## src/rtl/mux_pkg.sv

```systemverilog
// Shared definitions for the mux_scan block.
//   - Mode encodings for the 'mode' input port.
//   - FSM state type used by the top level.
package mux_pkg;

    // Values of the 'mode' input.
    localparam logic MODE_MANUAL = 1'b0;
    localparam logic MODE_SCAN   = 1'b1;

    // Operating state of the multiplexer.
    typedef enum logic {
        MANUAL = 1'b0,
        SCAN   = 1'b1
    } state_t;

endpackage : mux_pkg

```

## src/rtl/scan_counter.sv

```systemverilog
// Round-robin scan counter for mux_scan.
// Holds the dwell counter (dc) and the scan channel (ch) and produces a
// one-cycle wrap pulse registered on the same edge as the last output of
// channel CHANNELS-1, so it lines up with that output downstream.
// Ports:
//   clk        in   rising-edge clock
//   rst        in   synchronous, active-high reset (ch=0, dc=0, wrap=0)
//   load       in   restart sweep at channel 0 with a fresh dwell count
//   advance_en in   count one scan cycle (dwell step / channel advance)
//   ch_o       out  current scan channel
//   wrap_o     out  pulse: channel CHANNELS-1 finished its dwell
module scan_counter
    import mux_pkg::*;
#(
    parameter int CHANNELS = 4,
    parameter int DWELL    = 1,
    parameter int SEL_W    = $clog2(CHANNELS)
) (
    input  logic             clk,
    input  logic             rst,
    input  logic             load,
    input  logic             advance_en,
    output logic [SEL_W-1:0] ch_o,
    output logic             wrap_o
);

    // Dwell counter only needs to reach DWELL-1; keep at least one bit.
    localparam int DC_W = (DWELL > 1) ? $clog2(DWELL) : 1;

    localparam logic [DC_W-1:0]  DC_MAX = DC_W'(DWELL - 1);
    localparam logic [SEL_W-1:0] CH_MAX = SEL_W'(CHANNELS - 1);

    logic [DC_W-1:0]  dc_q,   dc_d;
    logic [SEL_W-1:0] ch_q,   ch_d;
    logic             wrap_q, wrap_d;

    always_comb begin
        dc_d   = dc_q;
        ch_d   = ch_q;
        wrap_d = 1'b0;
        if (load) begin
            dc_d = '0;
            ch_d = '0;
        end else if (advance_en) begin
            if (dc_q == DC_MAX) begin
                dc_d = '0;
                if (ch_q == CH_MAX) begin
                    ch_d   = '0;
                    wrap_d = 1'b1;
                end else begin
                    ch_d = ch_q + SEL_W'(1);
                end
            end else begin
                dc_d = dc_q + DC_W'(1);
            end
        end
    end

    always_ff @(posedge clk) begin
        if (rst) begin
            dc_q   <= '0;
            ch_q   <= '0;
            wrap_q <= 1'b0;
        end else begin
            dc_q   <= dc_d;
            ch_q   <= ch_d;
            wrap_q <= wrap_d;
        end
    end

    assign ch_o   = ch_q;
    assign wrap_o = wrap_q;

endmodule : scan_counter

```

## src/rtl/mux_scan.sv

```systemverilog
// Registered N-channel, W-bit multiplexer with enable and two modes:
// manual select from sel_in, or a round-robin scan that dwells DWELL
// enabled cycles on each channel. All outputs are registered (latency 1).
// Ports:
//   clk      in   rising-edge clock
//   rst      in   synchronous, active-high reset
//   en       in   enable; low holds y/sel_out and freezes the scan
//   mode     in   0 = manual select, 1 = scan
//   sel_in   in   manual channel select
//   x        in   packed channels, channel k = x[k*WIDTH +: WIDTH]
//   y        out  selected data
//   y_valid  out  y was updated this cycle from a legal channel
//   sel_out  out  channel index that produced y
//   wrap     out  one-cycle pulse on the last output of channel CHANNELS-1
module mux_scan
    import mux_pkg::*;
#(
    parameter int WIDTH    = 4,
    parameter int CHANNELS = 4,
    parameter int SEL_W    = $clog2(CHANNELS),
    parameter int DWELL    = 1
) (
    input  logic                      clk,
    input  logic                      rst,
    input  logic                      en,
    input  logic                      mode,
    input  logic [SEL_W-1:0]          sel_in,
    input  logic [CHANNELS*WIDTH-1:0] x,
    output logic [WIDTH-1:0]          y,
    output logic                      y_valid,
    output logic [SEL_W-1:0]          sel_out,
    output logic                      wrap
);

    state_t             state_q, state_d;
    logic [WIDTH-1:0]   y_q,     y_d;
    logic               vld_q,   vld_d;
    logic [SEL_W-1:0]   sel_q,   sel_d;

    logic               cnt_load;
    logic               cnt_adv;
    logic [SEL_W-1:0]   scan_ch;
    logic               scan_wrap;

    logic [WIDTH-1:0]   man_data;
    logic               man_legal;
    logic [SEL_W-1:0]   man_sel;
    logic [WIDTH-1:0]   scan_data;

    scan_counter #(
        .CHANNELS (CHANNELS),
        .DWELL    (DWELL),
        .SEL_W    (SEL_W)
    ) u_scan_counter (
        .clk        (clk),
        .rst        (rst),
        .load       (cnt_load),
        .advance_en (cnt_adv),
        .ch_o       (scan_ch),
        .wrap_o     (scan_wrap)
    );

    // Channel selection by equality match rather than indexing, so a select
    // beyond CHANNELS-1 (non-power-of-2 builds) reads as zero and is flagged
    // illegal instead of slicing past the end of x.
    assign man_sel = sel_in;

    always_comb begin
        man_data  = '0;
        man_legal = 1'b0;
        scan_data = '0;
        for (int k = 0; k < CHANNELS; k++) begin
            if (man_sel == SEL_W'(k)) begin
                man_data  = x[k*WIDTH +: WIDTH];
                man_legal = 1'b1;
            end
            if (scan_ch == SEL_W'(k)) begin
                scan_data = x[k*WIDTH +: WIDTH];
            end
        end
    end

    // FSM state register
    always_ff @(posedge clk) begin
        if (rst) begin
            state_q <= MANUAL;
        end else begin
            state_q <= state_d;
        end
    end

    // FSM next state: mode is honoured whether or not en is high.
    always_comb begin
        state_d = state_q;
        case (state_q)
            MANUAL:  if (mode == MODE_SCAN)   state_d = SCAN;
            SCAN:    if (mode == MODE_MANUAL) state_d = MANUAL;
            default: state_d = MANUAL;
        endcase
    end

    // FSM outputs: next values of the output register and counter controls.
    // On the MANUAL->SCAN edge the counter is reloaded and the outputs hold
    // with y_valid low; channel 0 appears on the following edge.
    // On the SCAN->MANUAL edge the manual select already applies.
    always_comb begin
        y_d      = y_q;
        sel_d    = sel_q;
        vld_d    = 1'b0;
        cnt_load = 1'b0;
        cnt_adv  = 1'b0;
        case (state_q)
            MANUAL: begin
                if (mode == MODE_SCAN) begin
                    cnt_load = 1'b1;
                end else if (en) begin
                    y_d   = man_legal ? man_data : '0;
                    sel_d = sel_in;
                    vld_d = man_legal;
                end
            end
            SCAN: begin
                if (mode == MODE_MANUAL) begin
                    if (en) begin
                        y_d   = man_legal ? man_data : '0;
                        sel_d = sel_in;
                        vld_d = man_legal;
                    end
                end else if (en) begin
                    y_d     = scan_data;
                    sel_d   = scan_ch;
                    vld_d   = 1'b1;
                    cnt_adv = 1'b1;
                end
            end
            default: ;
        endcase
    end

    always_ff @(posedge clk) begin
        if (rst) begin
            y_q   <= '0;
            vld_q <= 1'b0;
            sel_q <= '0;
        end else begin
            y_q   <= y_d;
            vld_q <= vld_d;
            sel_q <= sel_d;
        end
    end

    assign y       = y_q;
    assign y_valid = vld_q;
    assign sel_out = sel_q;
    assign wrap    = scan_wrap;

endmodule : mux_scan

```

## config.mk

```make
export PLATFORM = sky130hd
export DESIGN_NAME = mux_scan
export DESIGN_NICKNAME = d
export VERILOG_FILES = /design/src/rtl/mux_pkg.sv /design/src/rtl/scan_counter.sv /design/src/rtl/mux_scan.sv
export SDC_FILE = /design/constraint.sdc
export NUM_CORES = 1
export LEC_CHECK = 0
export BUFFER_PORTS_ARGS = -buffer_cell sky130_fd_sc_hd__buf_4
export CORE_MARGIN = 1
export CORE_UTILIZATION = 42
export DETAILED_ROUTE_END_ITERATION = 16
export PLACE_DENSITY = 0.78
export SLEW_MARGIN = 15
export SYNTH_ARGS = -nofsm -noshare
export SYNTH_HDL_FRONTEND = slang
export SYNTH_SLANG_ARGS = --single-unit
```

## constraint.sdc

```tcl
create_clock -name clk -period 1.57 [get_ports clk]
set_clock_uncertainty 0.05 [all_clocks]
set_input_delay 0.314 -clock clk [delete_from_list [all_inputs] [get_ports clk]]
set_output_delay 0.314 -clock clk [all_outputs]
set_load 0.03 [all_outputs]
```

# Word level (Yosys, flattened, before mapping)
# Cells that the tools add are included.
op_classes:
  addsub: 2
  n_eq_ne: 8
  n_mux: 35
  n_bitwise: 3
  n_reduce_logical: 6
op_table:
  columns: ["operator", "count"]
  rows:
  - ["$mux W4", 13]
  - ["$mux W1", 14]
  - ["$mux W2", 5]
  - ["$eq A2 B2 Y1 const B", 4]
  - ["$pmux W4 S2", 1]
  - ["$eq A2 B1 Y1 const B", 2]
  - ["$logic_not A2 Y1", 2]
  - ["$pmux W2 S2", 1]
  - ["$reduce_and A2 Y1", 2]
  - ["$reduce_or A4 Y1", 1]
  - ["$ne A3 B3 Y1 const B", 1]
  - ["$not A1 Y1", 3]
  - ["$add A2 B1 Y2 const B", 1]
  - ["$ne A2 B2 Y1 const B", 1]
  - ["$pmux W1 S2", 1]
  - ["$reduce_or A2 Y1", 1]
  - ["$add A1 B1 Y1 const B", 1]
word_totals:
  register_bits: 12
  input_bits: 22
  out_inout_bits: 8
  word_cells: 61

# Depth between registers and ports, before layout
logic_depth:
  word_depth: 9
  ltp_mapped: 7
  mapped_depth_nobuf: 6

# By module
# From an unflattened synthesis, not the netlist that was laid out.
hier_totals:
  hier_cells: 64
  area_unflattened_um2: 706.9
modules_own_cells:
  columns: ["mod", "n_inst", "cells_per_inst", "area_each_um2", "seq_area_each_um2"]
  rows:
  - ["mux_scan", 1, 53, 583.1, 160.2]
  - ["scan_counter", 1, 11, 123.9, 60.1]

# Worst setup path before layout
# Ideal clock, no wire load.
synth_timing:
  path_type: "register -> register"
  from: "register u_scan_counter.ch_q[0] (netlist: u_scan_counter.ch_o[0])"
  to: "register y_q[0] (netlist: y[0])"
  setup_ps: 121
  arrival_time_ps: 1280
  required_ps: 1399
  path_slack_ps: 119
  path_stages_with_launch: 8
  path_buffers: 1
  synth_period_minus_slack_ps: 1451
  path_cell_list: "dfxtp_1 -> inv_1 -> ha_1 -> clkbuf_1 -> a21oi_1 -> o21ai_0 -> a221oi_1 -> o2bb2ai_1"
synth_via:
  elab_chain_len: 8
  elab_cells_between_ends: 11
  classes_between: "eq/ne (3); mux (7); reduce/logical (1)"
synth_rtl:
  columns: ["element", "line", "source"]
  rows:
  - ["from (decl)", "scan_counter.sv:34", "logic [SEL_W-1:0] ch_q, ch_d;"]
  - ["from (signal assigned)", "scan_counter.sv:66", "ch_q <= ch_d;"]
  - ["$logic_not A2 Y1", "mux_scan.sv:77", "if (scan_ch == SEL_W'(k)) begin"]
  - ["$mux W4 (3 in a row)", "mux_scan.sv:77", null]
  - ["$mux W4 *", "mux_scan.sv:77", null]
  - ["$mux W4 *", "mux_scan.sv:129", "end else if (en) begin"]
  - ["$mux W4 *", "mux_scan.sv:123", "if (mode == MODE_MANUAL) begin"]
  - ["$pmux W4 S2 *", "mux_scan.sv:112", "case (state_q)"]
  - ["to (signal assigned)", "mux_scan.sv:146", "y_q <= y_d;"]
  - ["to (decl)", "mux_scan.sv:36", "logic [WIDTH-1:0] y_q, y_d;"]
# Every way passes the cells marked *; elsewhere a longest branch is shown, timed or not. The select of a mux whose other input is x is not followed.
# A chain may end at the register's enable or synchronous reset.

# Worst setup path after layout
layout_timing:
  from: "register u_scan_counter.ch_q[0] (netlist: u_scan_counter.ch_o[0])"
  to: "register y_q[1] (netlist: y[1])"
# The elaborated chain is that of the path after synthesis.

==> results.py <==
metrics = {
    "global_route": {
        "overflow": 0,
        "grt_max_degree": 12,
        "grt_pass1_wl_um": 2960,
        "grt_use_total_pct": 20.6,
        "antenna_found_initial": 0,
        "grt_pass1_vias": 708,
    },
    "clocking": {
        "cts_buffer_depth": 2,
        "cts_tree": "yes",
        "cts_htree_levels": 1,
        "cts_root_buffer": "clkbuf_4",
        "clock-sinks": 11,
        "clk_pin_slew_ps": 70,
        "cts_setup_buffers": 0,
        "worstSkewPairLatency_ps": 270,
        "cts_buffers": 3,
    },
    "sta": {
        "tightest_slew_ps": 326,
        "tns_ps": 0,
        "setup_viol": 0,
        "hold_violations": 0,
        "fin_ws_ps": 129,
        "final-max-slew-violation-count": 0,
        "fmax_ghz": 0.694,
        "period_needed_ps": 1440,
        "whs_ps": 222,
        "rsz0062_at_grt": "no",
        "relSlewSlack_pct": 78.2,
        "finalCritPeriodShare_pct": 91.8,
    },
    "hold_path": {
        "min_from": "rst",
        "min_to": "u_scan_counter.ch_o[1]",
        "hold_path_depth": 2,
        "hold_path_class": "primary input to register",
    },
    "floorplan": {
        "die-height_um": 44.2,
        "io_pins": 30,
        "die_w_um": 44.2,
        "dieArea_um2": 1960,
        "initial_core_util_pct": 47.0,
        "rows": 14,
        "core_area_um2": 1590,
    },
    "place": {
        "port_buffers": 29,
        "hpwl_um": 1410,
        "gp_congestion": 0.905,
        "pre_cts_ws_ps": 12.9,
        "place_inst": 143,
    },
    "logic_synthesis": {
        "yosysWarningCount": 0,
        "synth_cell_types": 26,
        "avgSynthCellArea_um2": 7.97,
        "ys_seq_area_share_pct": 29.4,
        "synth_area_um2": 749,
        "syn_nets": 120,
        "syn_inst": 94,
        "synth-seq-cells": 11,
    },
    "finish": {
        "syn_to_final_growth_pct": 36.7,
        "nets": 150,
        "n_antenna_cell": 0,
        "drive_gt1_share_pct": 35.0,
        "fillCellCount": 139,
        "fin_cells": 147,
        "fin_util_pct": 64.3,
    },
    "critical_path": {
        "start_kind": "register",
        "critPathMaxFanout": 8,
        "critPathKind": "register to register",
        "r2r-end": "y[1]",
        "end_kind": "register",
        "cpPeakStageDelay_ps": 350,
        "cpMaxStageDelayCell": "dfxtp_2",
        "rrSetupSlack_ps": 130,
        "ff2ff_path_depth": 6,
        "cp.arrival_ps": 1550,
        "r2r_start": "u_scan_counter.ch_o[0]",
        "path_cells": "inv_1 > ha_2 > a21oi_1 > o21ai_0 > a221oi_1 > o2bb2ai_1",
        "worstPathRequired_ps": 1670,
    },
    "drt": {
        "drt_iter0_markers": 31,
        "vias_per_cell": 5.38,
        "vias": 791,
        "antenna_left": 0,
        "drcViolationCount": 0,
        "dr.pass1.iters": 6,
        "drt_wl_total_um": 1870,
        "wl_per_cell_um": 12.7,
    },
    "outcome": {
        "status": "complete, no violations",
    },
    "power_and_ir_drop": {
        "peakVddDrop_uv": 486,
        "power_density_nw_per_um2": 668,
        "p_leak_nw": 0.454,
    },
    "flow_run": {
        "maxCapViolCount": 0,
    },
}
-- area by class of cell --
cell class / count / area (um2) / share of cell area, %
clock buffer: 4 / 26.3 / 2.56
inverter: 7 / 26.3 / 2.56
sequential: 11 / 221 / 21.6
tap: 24 / 30.0 / 2.93
timing repair buffer: 31 / 233 / 22.7
multi-input combinational: 70 / 488 / 47.6
-- through the flow --
stage / power, mW / cell area (um2)
2_1_floorplan: 0.417 / 749
3_3_place_gp: 0.495 / 977
3_5_place_dp: 0.496 / 977
4_1_cts: 0.688 / 1010
5_1_grt: 0.727 / 1020
6_report: 0.684 / 1020
-- placed cells by master, fill, tap and decap left out, types with 2 or more instances in the layout --
master and n:
inv_1 6, buf_4 31, dfxtp_1 10, ha_2 3
nor2b_1 2, a21oi_1 10, mux2i_1 8, o221ai_1 4
o21ai_1 2, nand2_1 12, a221oi_2 2, a211oi_1 2
a221oi_1 2, nor2_1 4, o2bb2ai_1 4, nand3_1 3
clkbuf_4 3, o21ai_0 5
-- cells by family after synthesis --
group,count (synthesis),synth area share (%)
adders and majority gates,4,6.68
buffers and inverters,13,8.18
and+or+nand+nor,25,15.0
DFF,11,29.4
muxes,8,10.7
AOI/OAI and AO/OA,33,30.0
-- synth_stat cells (all sizes together) --
cell / instances / share of area (%)
o21ai: 7 / 4.7
nand2b: 1 / 0.84
o2bb2ai: 4 / 4.7
nand3: 3 / 2.0
nand2: 12 / 6.0
a21boi: 1 / 1.5
nor3: 1 / 0.67
buf: 3 / 3.2
dfxtp: 11 / 29
nor3b: 1 / 1.0
a221oi: 4 / 4.7
inv: 7 / 3.5
a21oi: 11 / 7.8
nor2b: 2 / 1.7
mux2i: 8 / 11
nor2: 4 / 2.0
nand4: 1 / 0.84
a211oi: 2 / 2.0
o221ai: 4 / 4.7
clkbuf: 3 / 1.5
ha: 4 / 6.7
-- flip-flops by register name, indices dropped and copies added (netlist names) --
| register | flops |
|---|---|
| state_q | 1 |
| y_valid | 1 |
| u_scan_counter.ch_o | 2 |
| u_scan_counter.wrap_o | 1 |
| y | 4 |
| sel_out | 2 |
-- worst max-delay path, delay by kind of cell, from the launching register on --
family	cells	cell delay, ps
DFF	1	350
buffers and inverters	1	80
AOI/OAI and AO/OA	4	610
adders and majority gates	1	240
-- what timing repair did --
action	in CTS	in global routing
hold buffers	0	0
endpoints found under the setup margin	1	4
resized for setup	1	5
pin swaps	0	1
-- metal layers --
layer	vias up	GRT usage (%)	part of all wire [%]
li1	403	-	-
met1	353	29.0	46
met2	30	30.0	47
met3	5	3.67	4.7
met4	0	10.9	2.3
met5	-	0	0
-- power breakdown --
group	total (mW)	internal, mW	switching, mW	leakage (nW)
logic	0.189	0.0883	0.101	0.348
registers	0.305	0.295	0.0100	0.0907
clock network	0.190	0.0985	0.0916	0.0150
total	0.684	0.482	0.203	0.454
-- how the worst max path moves through the flow --
stage                                 from   end  slack [ps]
floorplan           u_scan_counter.ch_o[0]  y[0]         120
finish              u_scan_counter.ch_o[0]  y[1]         130
CTS                 u_scan_counter.ch_o[0]  y[2]          20
global route        u_scan_counter.ch_o[0]  y[1]          10
detailed placement  u_scan_counter.ch_o[0]  y[0]          10
global placement    u_scan_counter.ch_o[0]  y[0]          40
Note: power is estimated with default switching activity, not from simulation.
